`config.mk`:
```
export PLATFORM = sky130hd
export DESIGN_NAME = accum_drain
export DESIGN_NICKNAME = d
export VERILOG_FILES = /design/src/rtl/accum_pkg.sv /design/src/rtl/accum_drain_fifo.sv /design/src/rtl/accum_drain.sv
export SDC_FILE = /design/constraint.sdc
export NUM_CORES = 1
export LEC_CHECK = 0
export ABC_AREA = 1
export BUFFER_PORTS_ARGS = -buffer_cell sky130_fd_sc_hd__buf_2
export CAP_MARGIN = 20
export CORE_ASPECT_RATIO = 2
export CORE_MARGIN = 2
export CORE_UTILIZATION = 47
export DETAILED_ROUTE_END_ITERATION = 8
export GPL_TIMING_DRIVEN = 0
export PLACE_DENSITY_LB_ADDON = 0.12
export SLEW_MARGIN = 15
export SYNTH_ARGS = -nofsm -noshare
export SYNTH_HDL_FRONTEND = slang
export SYNTH_SLANG_ARGS = --single-unit
```
`constraint.sdc`:
```
create_clock -name clk_in -period 4.4 [get_ports clk_in]
set_input_delay 0.22 -clock clk_in [delete_from_list [all_inputs] [get_ports clk_in]]
set_output_delay 0.22 -clock clk_in [all_outputs]
set_load 0.005 [all_outputs]
```
`src/rtl/accum_pkg.sv`:
```
`default_nettype none
// ============================================================================
//  Module   : accum_pkg
//  Brief    : Shared constants and state encoding for the accumulator
//             read-out (drain) engine.
//  Revision : 1.0 - initial release
// ============================================================================
package accum_pkg;

    // Read port of the accumulator RAM returns data this many cycles after
    // the address is presented.
    localparam int RAM_READ_LATENCY = 2;

    // Output buffer depth; also the credit limit for outstanding reads.
    localparam int DRAIN_FIFO_DEPTH = 4;

    typedef enum logic [1:0] {
        IDLE  = 2'd0,
        ISSUE = 2'd1,
        FLUSH = 2'd2,
        DONE  = 2'd3
    } drain_state_t;

endpackage
`default_nettype wire

```
`src/rtl/accum_drain_fifo.sv`:
```
`default_nettype none
// ============================================================================
//  Module   : drain_fifo
//  Brief    : Small shift-style synchronous FIFO. Entry 0 is always the head,
//             so the head is a flop. Exposes occupancy for credit tracking.
//  Revision : 1.0 - initial release
// ============================================================================
module drain_fifo #(
    parameter int DATA_W = 16,
    parameter int DEPTH  = 4,
    parameter int CNT_W  = $clog2(DEPTH + 1)
) (
    input  logic              clk,
    input  logic              rst,
    input  logic              i_push,
    input  logic [DATA_W-1:0] i_push_data,
    input  logic              i_pop,
    output logic [DATA_W-1:0] o_head,
    output logic              o_valid,
    output logic [CNT_W-1:0]  o_count
);

    logic [DATA_W-1:0] r_mem [DEPTH];
    logic [DATA_W-1:0] w_mem_nxt [DEPTH];
    logic [CNT_W-1:0]  r_count;
    logic [CNT_W-1:0]  w_count_nxt;
    logic [CNT_W-1:0]  w_wr_idx;
    logic              w_pop;
    logic              w_push;

    // A pop frees a slot in the same cycle, so push-while-full is allowed
    // when a pop accompanies it.
    assign w_pop       = i_pop && (r_count != '0);
    assign w_push      = i_push && ((r_count != CNT_W'(DEPTH)) || w_pop);
    assign w_wr_idx    = w_pop ? (r_count - CNT_W'(1)) : r_count;
    assign w_count_nxt = r_count + CNT_W'(w_push) - CNT_W'(w_pop);

    // Next storage contents: shift toward the head on pop, then drop the
    // incoming word into the first free slot.
    always_comb begin
        for (int i = 0; i < DEPTH - 1; i++) begin
            w_mem_nxt[i] = w_pop ? r_mem[i+1] : r_mem[i];
        end
        w_mem_nxt[DEPTH-1] = r_mem[DEPTH-1];
        for (int i = 0; i < DEPTH; i++) begin
            if (w_push && (w_wr_idx == CNT_W'(i))) begin
                w_mem_nxt[i] = i_push_data;
            end
        end
    end

    // Storage and occupancy registers.
    always_ff @(posedge clk or posedge rst) begin
        if (rst) begin
            r_count <= '0;
            for (int i = 0; i < DEPTH; i++) begin
                r_mem[i] <= '0;
            end
        end else begin
            r_count <= w_count_nxt;
            for (int i = 0; i < DEPTH; i++) begin
                r_mem[i] <= w_mem_nxt[i];
            end
        end
    end

    assign o_head  = r_mem[0];
    assign o_valid = (r_count != '0);
    assign o_count = r_count;

endmodule
`default_nettype wire

```
`src/rtl/accum_drain.sv`:
```
`default_nettype none
// ============================================================================
//  Module   : accum_drain
//  Brief    : Sweeps the accumulator RAM from address 0 to DEPTH-1, streams
//             each word out on valid/ready with its address and a last flag,
//             and optionally zeroes each location once it has been read.
//  Revision : 1.0 - initial release
// ============================================================================
module accum_drain
    import accum_pkg::*;
#(
    parameter int WIDTH = 16,
    parameter int DEPTH = 256,
    parameter int CLEAR = 1
) (
    input  logic                     clk_in,
    input  logic                     rst_in,
    input  logic                     start_in,
    output logic                     busy_out,
    output logic                     done_out,
    output logic [$clog2(DEPTH)-1:0] ram_addr_out,
    input  logic [WIDTH-1:0]         ram_data_in,
    output logic [$clog2(DEPTH)-1:0] ram_waddr_out,
    output logic [WIDTH-1:0]         ram_wdata_out,
    output logic                     ram_we_out,
    output logic [WIDTH-1:0]         data_out,
    output logic [$clog2(DEPTH)-1:0] addr_out,
    output logic                     valid_out,
    input  logic                     ready_in,
    output logic                     last_out
);

    localparam int AW = $clog2(DEPTH);
    localparam int L  = RAM_READ_LATENCY;
    localparam int CW = $clog2(DRAIN_FIFO_DEPTH + 1);
    localparam int OW = $clog2(RAM_READ_LATENCY + DRAIN_FIFO_DEPTH + 1);
    localparam logic [AW-1:0] C_LAST_ADDR = AW'(DEPTH - 1);

    drain_state_t      r_state;
    drain_state_t      w_state_nxt;
    logic [AW-1:0]     r_rd_addr;
    logic [L-1:0]      r_pipe_vld;
    logic [AW-1:0]     r_pipe_addr [L];
    logic [CW-1:0]     w_fifo_count;
    logic [OW-1:0]     w_inflight;
    logic [OW-1:0]     w_outstanding;
    logic              w_issue;
    logic              w_capture;
    logic              w_pop;
    logic              w_fifo_valid;
    logic [WIDTH+AW-1:0] w_head;

    // Count reads still travelling through the RAM latency pipe.
    always_comb begin
        w_inflight = '0;
        for (int i = 0; i < L; i++) begin
            w_inflight = w_inflight + OW'(r_pipe_vld[i]);
        end
    end

    // Every outstanding read already owns a FIFO slot, so the FIFO can
    // never overflow regardless of back-pressure.
    assign w_outstanding = w_inflight + OW'(w_fifo_count);
    assign w_issue       = (r_state == ISSUE) && (w_outstanding < OW'(DRAIN_FIFO_DEPTH));
    assign w_capture     = r_pipe_vld[L-1];
    assign w_pop         = w_fifo_valid && ready_in;

    // Next-state logic; DONE is entered on the final handshake so the done
    // pulse lands exactly one cycle after it.
    always_comb begin
        w_state_nxt = r_state;
        case (r_state)
            IDLE: begin
                if (start_in) begin
                    w_state_nxt = ISSUE;
                end
            end
            ISSUE: begin
                if (w_issue && (r_rd_addr == C_LAST_ADDR)) begin
                    w_state_nxt = FLUSH;
                end
            end
            FLUSH: begin
                if ((r_pipe_vld == '0) &&
                    ((w_fifo_count == '0) || ((w_fifo_count == CW'(1)) && w_pop))) begin
                    w_state_nxt = DONE;
                end
            end
            DONE: begin
                w_state_nxt = IDLE;
            end
            default: begin
                w_state_nxt = IDLE;
            end
        endcase
    end

    // State register.
    always_ff @(posedge clk_in or posedge rst_in) begin
        if (rst_in) begin
            r_state <= IDLE;
        end else begin
            r_state <= w_state_nxt;
        end
    end

    // Read address advances only when a read is actually issued; it wraps
    // to zero after the last address so the next sweep starts cleanly.
    always_ff @(posedge clk_in or posedge rst_in) begin
        if (rst_in) begin
            r_rd_addr <= '0;
        end else if ((r_state == IDLE) && start_in) begin
            r_rd_addr <= '0;
        end else if (w_issue) begin
            r_rd_addr <= (r_rd_addr == C_LAST_ADDR) ? '0 : (r_rd_addr + AW'(1));
        end
    end

    // In-flight pipe: tags each issued read with its address so data and
    // address reach the FIFO together.
    always_ff @(posedge clk_in or posedge rst_in) begin
        if (rst_in) begin
            r_pipe_vld <= '0;
            for (int i = 0; i < L; i++) begin
                r_pipe_addr[i] <= '0;
            end
        end else begin
            r_pipe_vld     <= {r_pipe_vld[L-2:0], w_issue};
            r_pipe_addr[0] <= r_rd_addr;
            for (int i = 1; i < L; i++) begin
                r_pipe_addr[i] <= r_pipe_addr[i-1];
            end
        end
    end

    drain_fifo #(
        .DATA_W (WIDTH + AW),
        .DEPTH  (DRAIN_FIFO_DEPTH)
    ) u_fifo (
        .clk         (clk_in),
        .rst         (rst_in),
        .i_push      (w_capture),
        .i_push_data ({ram_data_in, r_pipe_addr[L-1]}),
        .i_pop       (ready_in),
        .o_head      (w_head),
        .o_valid     (w_fifo_valid),
        .o_count     (w_fifo_count)
    );

    assign ram_addr_out  = r_rd_addr;
    // The read of this location completed this cycle, so zeroing it now
    // cannot disturb the word being captured.
    assign ram_we_out    = (CLEAR != 0) && w_capture;
    assign ram_waddr_out = r_pipe_addr[L-1];
    assign ram_wdata_out = '0;

    assign {data_out, addr_out} = w_head;
    assign valid_out = w_fifo_valid;
    assign last_out  = w_fifo_valid && (addr_out == C_LAST_ADDR);
    assign busy_out  = (r_state != IDLE);
    assign done_out  = (r_state == DONE);

endmodule
`default_nettype wire

```
; After elaboration in Yosys (flattened, before gate mapping)
; Cells that the tools add are included.
[op_classes]
add_sub_neg = 6
multipliers = 0
div_mod_pow = 0
order_cmp = 1
eq_ne = 13
shifts = 0
mux = 14
bitwise = 0
reduce_logical = 25
[op_table]
columns = cell, n
row1 = $mux W24, 6
row2 = $mux W8, 3
row3 = $eq A8 B8 Y1 const B, 2
row4 = $logic_and A1 B1 Y1, 12
row5 = $reduce_bool A2 Y1, 5
row6 = $add A8 B1 Y8 const B, 1
row7 = $pmux W2 S4, 1
row8 = $eq A3 B1 Y1 const B, 2
row9 = $eq A3 B2 Y1 const B, 2
row10 = $logic_not A3 Y1, 2
row11 = $mux W2, 3
row12 = $eq A2 B2 Y1 const B, 2
row13 = $logic_not A2 Y1, 2
row14 = $ne A2 B2 Y1 const B, 2
row15 = $add A2 B3 Y3, 1
row16 = $add A3 B1 Y3, 1
row17 = $lt A3 B3 Y1 const B, 1
row18 = $mux W3, 1
row19 = $ne A3 B3 Y1 const B, 1
row20 = $reduce_and A3 Y1, 1
row21 = $reduce_bool A3 Y1, 1
row22 = $sub A3 B1 Y3, 1
row23 = $sub A3 B1 Y3 const B, 1
row24 = $add A1 B1 Y2, 1
row25 = 3 further kinds, 4
[totals]
register_bits = 127
latch_bits = 0
ramBits = 0
rom_bits = 0
in_bits = 20
out_inout_bits = 61
elab_cells = 69
mem_count = 0

; Logic depth before layout (Yosys ltp)
[logic_depth]
word_depth = 7
mapped_depth = 14
mapped_depth_nobuf = 11

; By module
; A second synthesis with hierarchy kept.
[hier_totals]
cells_unflattened = 873
area_unflattened_um2 = 6708.9
[by_module_without_submodules]
columns = module, instances, cells_per_inst, area_each_um2, seq_area_each_um2
row1 = drain_fifo, 1, 720, 5311.3, 2477.4
row2 = accum_drain, 1, 153, 1397.6, 700.7

; Least setup slack after synthesis
; OpenSTA, ideal clock, no wires.
[synth_timing]
kind = register to register
from = register u_fifo.r_count[1], in the netlist u_fifo.o_count[1]
to = register u_fifo.r_mem[0] (netlist name)
setup_ps = 131
arrival_time_ps = 2518
required_time_ps = 4269
path_slack_ps = 1751
stages_incl_launch_ff = 15
n_path_buf = 4
synth_period_minus_slack_ps = 2649
path_cell_list = dfrtp_1 inv_1 ha_1 a21oi_1 buf_2 clkbuf_1 ha_1 inv_1 nand3_2 inv_2 nand2_1 buf_2 buf_2 nand2_1 o21ai_0
[synth_between]
elab_chain_len = 5
word_cells_on_any_way = 9
classes_between = add/sub: 1 / eq/ne: 2 / mux: 1 / reduce/logical: 5
[synth_lines]
columns = element, line_no
row1 = "start, declared", accum_drain_fifo.sv:25  ; logic [CNT_W-1:0] r_count;
row2 = "start signal, assigned", accum_drain_fifo.sv:60  ; r_count <= w_count_nxt;
row3 = branches (longest 4 deep; another with $sub A3 B1 Y3), n/a
row4 = $logic_and A1 B1 Y1 (*), accum_drain_fifo.sv:46  ; if (w_push && (w_wr_idx == CNT_W'(i))) begin
row5 = "end signal, assigned by index", accum_drain_fifo.sv:62  ; r_mem[i] <= w_mem_nxt[i];
row6 = "end, declared", accum_drain_fifo.sv:23  ; logic [DATA_W-1:0] r_mem [DEPTH];
; Every way passes the cells marked *.
; A chain may end at the register's enable or synchronous reset.

; Worst setup path after layout
[layout_timing]
from = register u_fifo.r_count[1], in the netlist u_fifo.o_count[1]
to = register u_fifo.r_mem[1] (netlist name)
; The elaborated chain is that of the path after synthesis.

==> results_dict.tcl <==
set metrics [dict create \
    path_cells "inv_1 -> ha_1 -> a21oi_1 -> buf_2 -> clkbuf_1 -> ha_1 -> inv_1 -> nand3_2 -> inv_2 -> nand2_1 -> buf_2 -> buf_2 -> nand2_1 -> o21ai_0" \
    synth_seq_cells 127 \
    ys_async_sr_fraction 1.000 \
    synth_area_per_cell_um2 7.672 \
    yosysTopAreaCellShare 0.4750 \
    io_pins 81 \
    cts.reportedPaths.clkPinSlew_ns 0.06 \
    yosysWarnings 0 \
    vdd_ir_drop_max_v 0.0003666 \
    tns_ns 0 \
    core_um2 13890 \
    r2r-start "u_fifo.o_count[1]" \
    synth-edff-count 0 \
    fin_crit_sh 0.7710 \
    track_usage 0.2371 \
    cp_common_cell "buf_2" \
    holdBufCountCts 1 \
    power_density_nw_per_um2 648.0 \
    setup_violations 0 \
    synth_flop_cell "dfrtp_1" \
    startpoint_type "register" \
    final_hold_viol_count 0 \
    insertion_delay_ns 0.42 \
    stdcell_area_um2 7961 \
    maxSlewViolCount 0 \
    antenna_found_initial 0 \
    synth_cell_types 31 \
    setup_slack_ns 1.007 \
    viasPerCell 4.902 \
    grt_max_degree 71 \
    syn_area_um2 6690 \
    r2r_cells 14 \
    num_vias 5755 \
    drive_above_1_share 0.1888 \
    grt_pass1_vias 5794 \
    cts_made_buffers 17 \
    ant_nets 0 \
    num_antenna_cells 0 \
    syn_to_final_growth_pct 19.00 \
    min_period_ns 3.393 \
    io_buffers 64 \
    critical_path.max_stage_delay_ns 0.48 \
    grt_pass1_wl_mm 28.19 \
    final_core_util 0.5731 \
    crit_fanout 10 \
    fin_skew_ns 0.008055 \
    drt_iter0_markers 283 \
    cts_sinks 127 \
    synthTopCellsByArea "dfrtp_1 48%, nand2_1 20%, o21ai_0 6.7%" \
    n_fill_cell 1403 \
    syn-instance-count 872 \
    cap_viol_max_count 0 \
    synth.yosys.seq_area_share 0.4750 \
    die_h_um 172.7 \
    layout_commonest_cell "nand2_1" \
    worstReg2RegEnd "u_fifo.r_mem[1]" \
    routedWlPerCell_um 14.50 \
    worstPathRequired_ns 4.67 \
    multi_input_area_um2 2768 \
    cpLargestDelayFamily "buffers and inverters" \
    critPathBufInv 7 \
    wl_mm 17.02 \
    synth_area_leader_cell "dfrtp_1" \
    crit_path_top_delay_cell "dfrtp_1" \
    layout_common_cells "353 x nand2_1, 127 x dfrtp_1, 89 x o21ai_0" \
    grt_overflow 0 \
    pre_cts_ws_ns 1.046 \
    fmax_ghz 0.2948 \
    rsz0062_at_grt "false" \
    tightestPinTransition_ns 0.5826 \
    cp-startpoint "u_fifo.o_count[1]" \
    slew_headroom 0.6116 \
    row_count 61 \
    die_x_um 88.37 \
    status "finished, final reports clean" \
    path_depth 14 \
    cts_tree "yes" \
    die_area_um2 15260 \
    cts_root_buffer "clkbuf_16" \
    clk_path_buf_depth 2 \
    nets 1005 \
    reg2reg_slack_ns 1.01 \
    placed_cell_area_um2 7336 \
    dr.pass1.iters 5 \
    drc_errors 0 \
    cts_htree_levels 4 \
    hold_start "ram_data_in[12]" \
    gp_congestion 0.8788 \
    criticalPathCategory "reg2reg" \
    start_util 0.4816 \
    ctsResizeCount 0 \
    crit_end "u_fifo.r_mem[1]" \
    regArea_um2 3178 \
    post_cts_buffers 0 \
    arrival_ns 3.67 \
    hold_class "in2reg" \
    p_leak_nw 4.166 \
    dp_hpwl_mm 12.74 \
    crit_path_end_kind "register" \
]
## worst min-delay path by stage
stage,endpoint,depth (start not counted)
after floorplan,ram_waddr_out[0],0
after global routing,u_fifo.r_mem[21],3
after global placement,ram_waddr_out[0],0
after CTS,u_fifo.r_mem[20],3
final,u_fifo.r_mem[20],3
after detailed placement,u_fifo.o_count[0],2
## where the power goes
group / switching (mW) / leakage [nW] / total, mW / internal [mW]
Combinational: 1.16 / 2.19 / 1.86 / 0.696
Sequential: 0.258 / 1.68 / 1.83 / 1.57
Clock: 0.547 / 0.295 / 1.47 / 0.922
## metal layers
layer | up-vias | GRT usage | part of all wire
li1 | 2900 | - | -
met4 | 0 | 0.09912 | 0.027
met5 | - | 0 | 0
met1 | 2694 | 0.2455 | 0.37
met2 | 127 | 0.4464 | 0.57
met3 | 34 | 0.04200 | 0.030
## worst min-delay path: cells and delay by family
family / cells / cell delay [ns]
AOI/OAI and AO/OA: 1 / 0.13
buffers and inverters: 2 / 0.13
## cells in the mapped netlist, types with 2 or more instances
cell type  number
ha_1           12
buf_4          49
nand4_1         6
a21oi_1         3
nor2_2          2
xnor2_1         2
nand2_2         4
o21ai_1        14
clkbuf_1       22
nand3_1        84
buf_1           4
buf_2          16
nand2_1       353
nand3b_1        2
o21ai_0        89
nand3_2         3
nor2_1          9
dfrtp_1       127
buf_6           4
inv_1          51
or2_2           2
inv_2           5
## area by class of cell
cell class	instances	share of cell area
flip-flops and latches	127	0.3992
multi-input cells	609	0.3476
plain buffers	95	0.07418
clock buffers	19	0.05689
repair buffers	66	0.04495
well taps	189	0.02970
inverters	56	0.02703
clock inverters	13	0.02043
## registers in the layout, indices dropped and copies added, names as in the netlist
| register | flops |
|---|---|
| u_fifo.o_count | 3 |
| r_state | 2 |
| r_pipe_vld | 2 |
| r_pipe_addr | 8 |
| ram_addr_out | 8 |
| ram_waddr_out | 8 |
| u_fifo.o_head | 24 |
| u_fifo.r_mem | 72 |
## metrics by stage
stage / hold WS (ns) / cells / total power, mW
floorplan: 0.3312 / 887 / 3.124
global placement: 0.3318 / 1140 / 3.667
detailed placement: 0.3171 / 1141 / 3.712
CTS: 0.1121 / 1174 / 5.196
global route: 0.1286 / 1174 / 5.542
finish: 0.1170 / 1174 / 5.159
## cells by family after synthesis
logic type / synth area share
compound gates: 0.08042
simple gates: 0.2949
fa+ha+maj: 0.02543
xor+xnor: 0.003928
buf+inv: 0.1197
other cells: 0.0005605
flops: 0.4750
(Power assumes the default switching activity.)
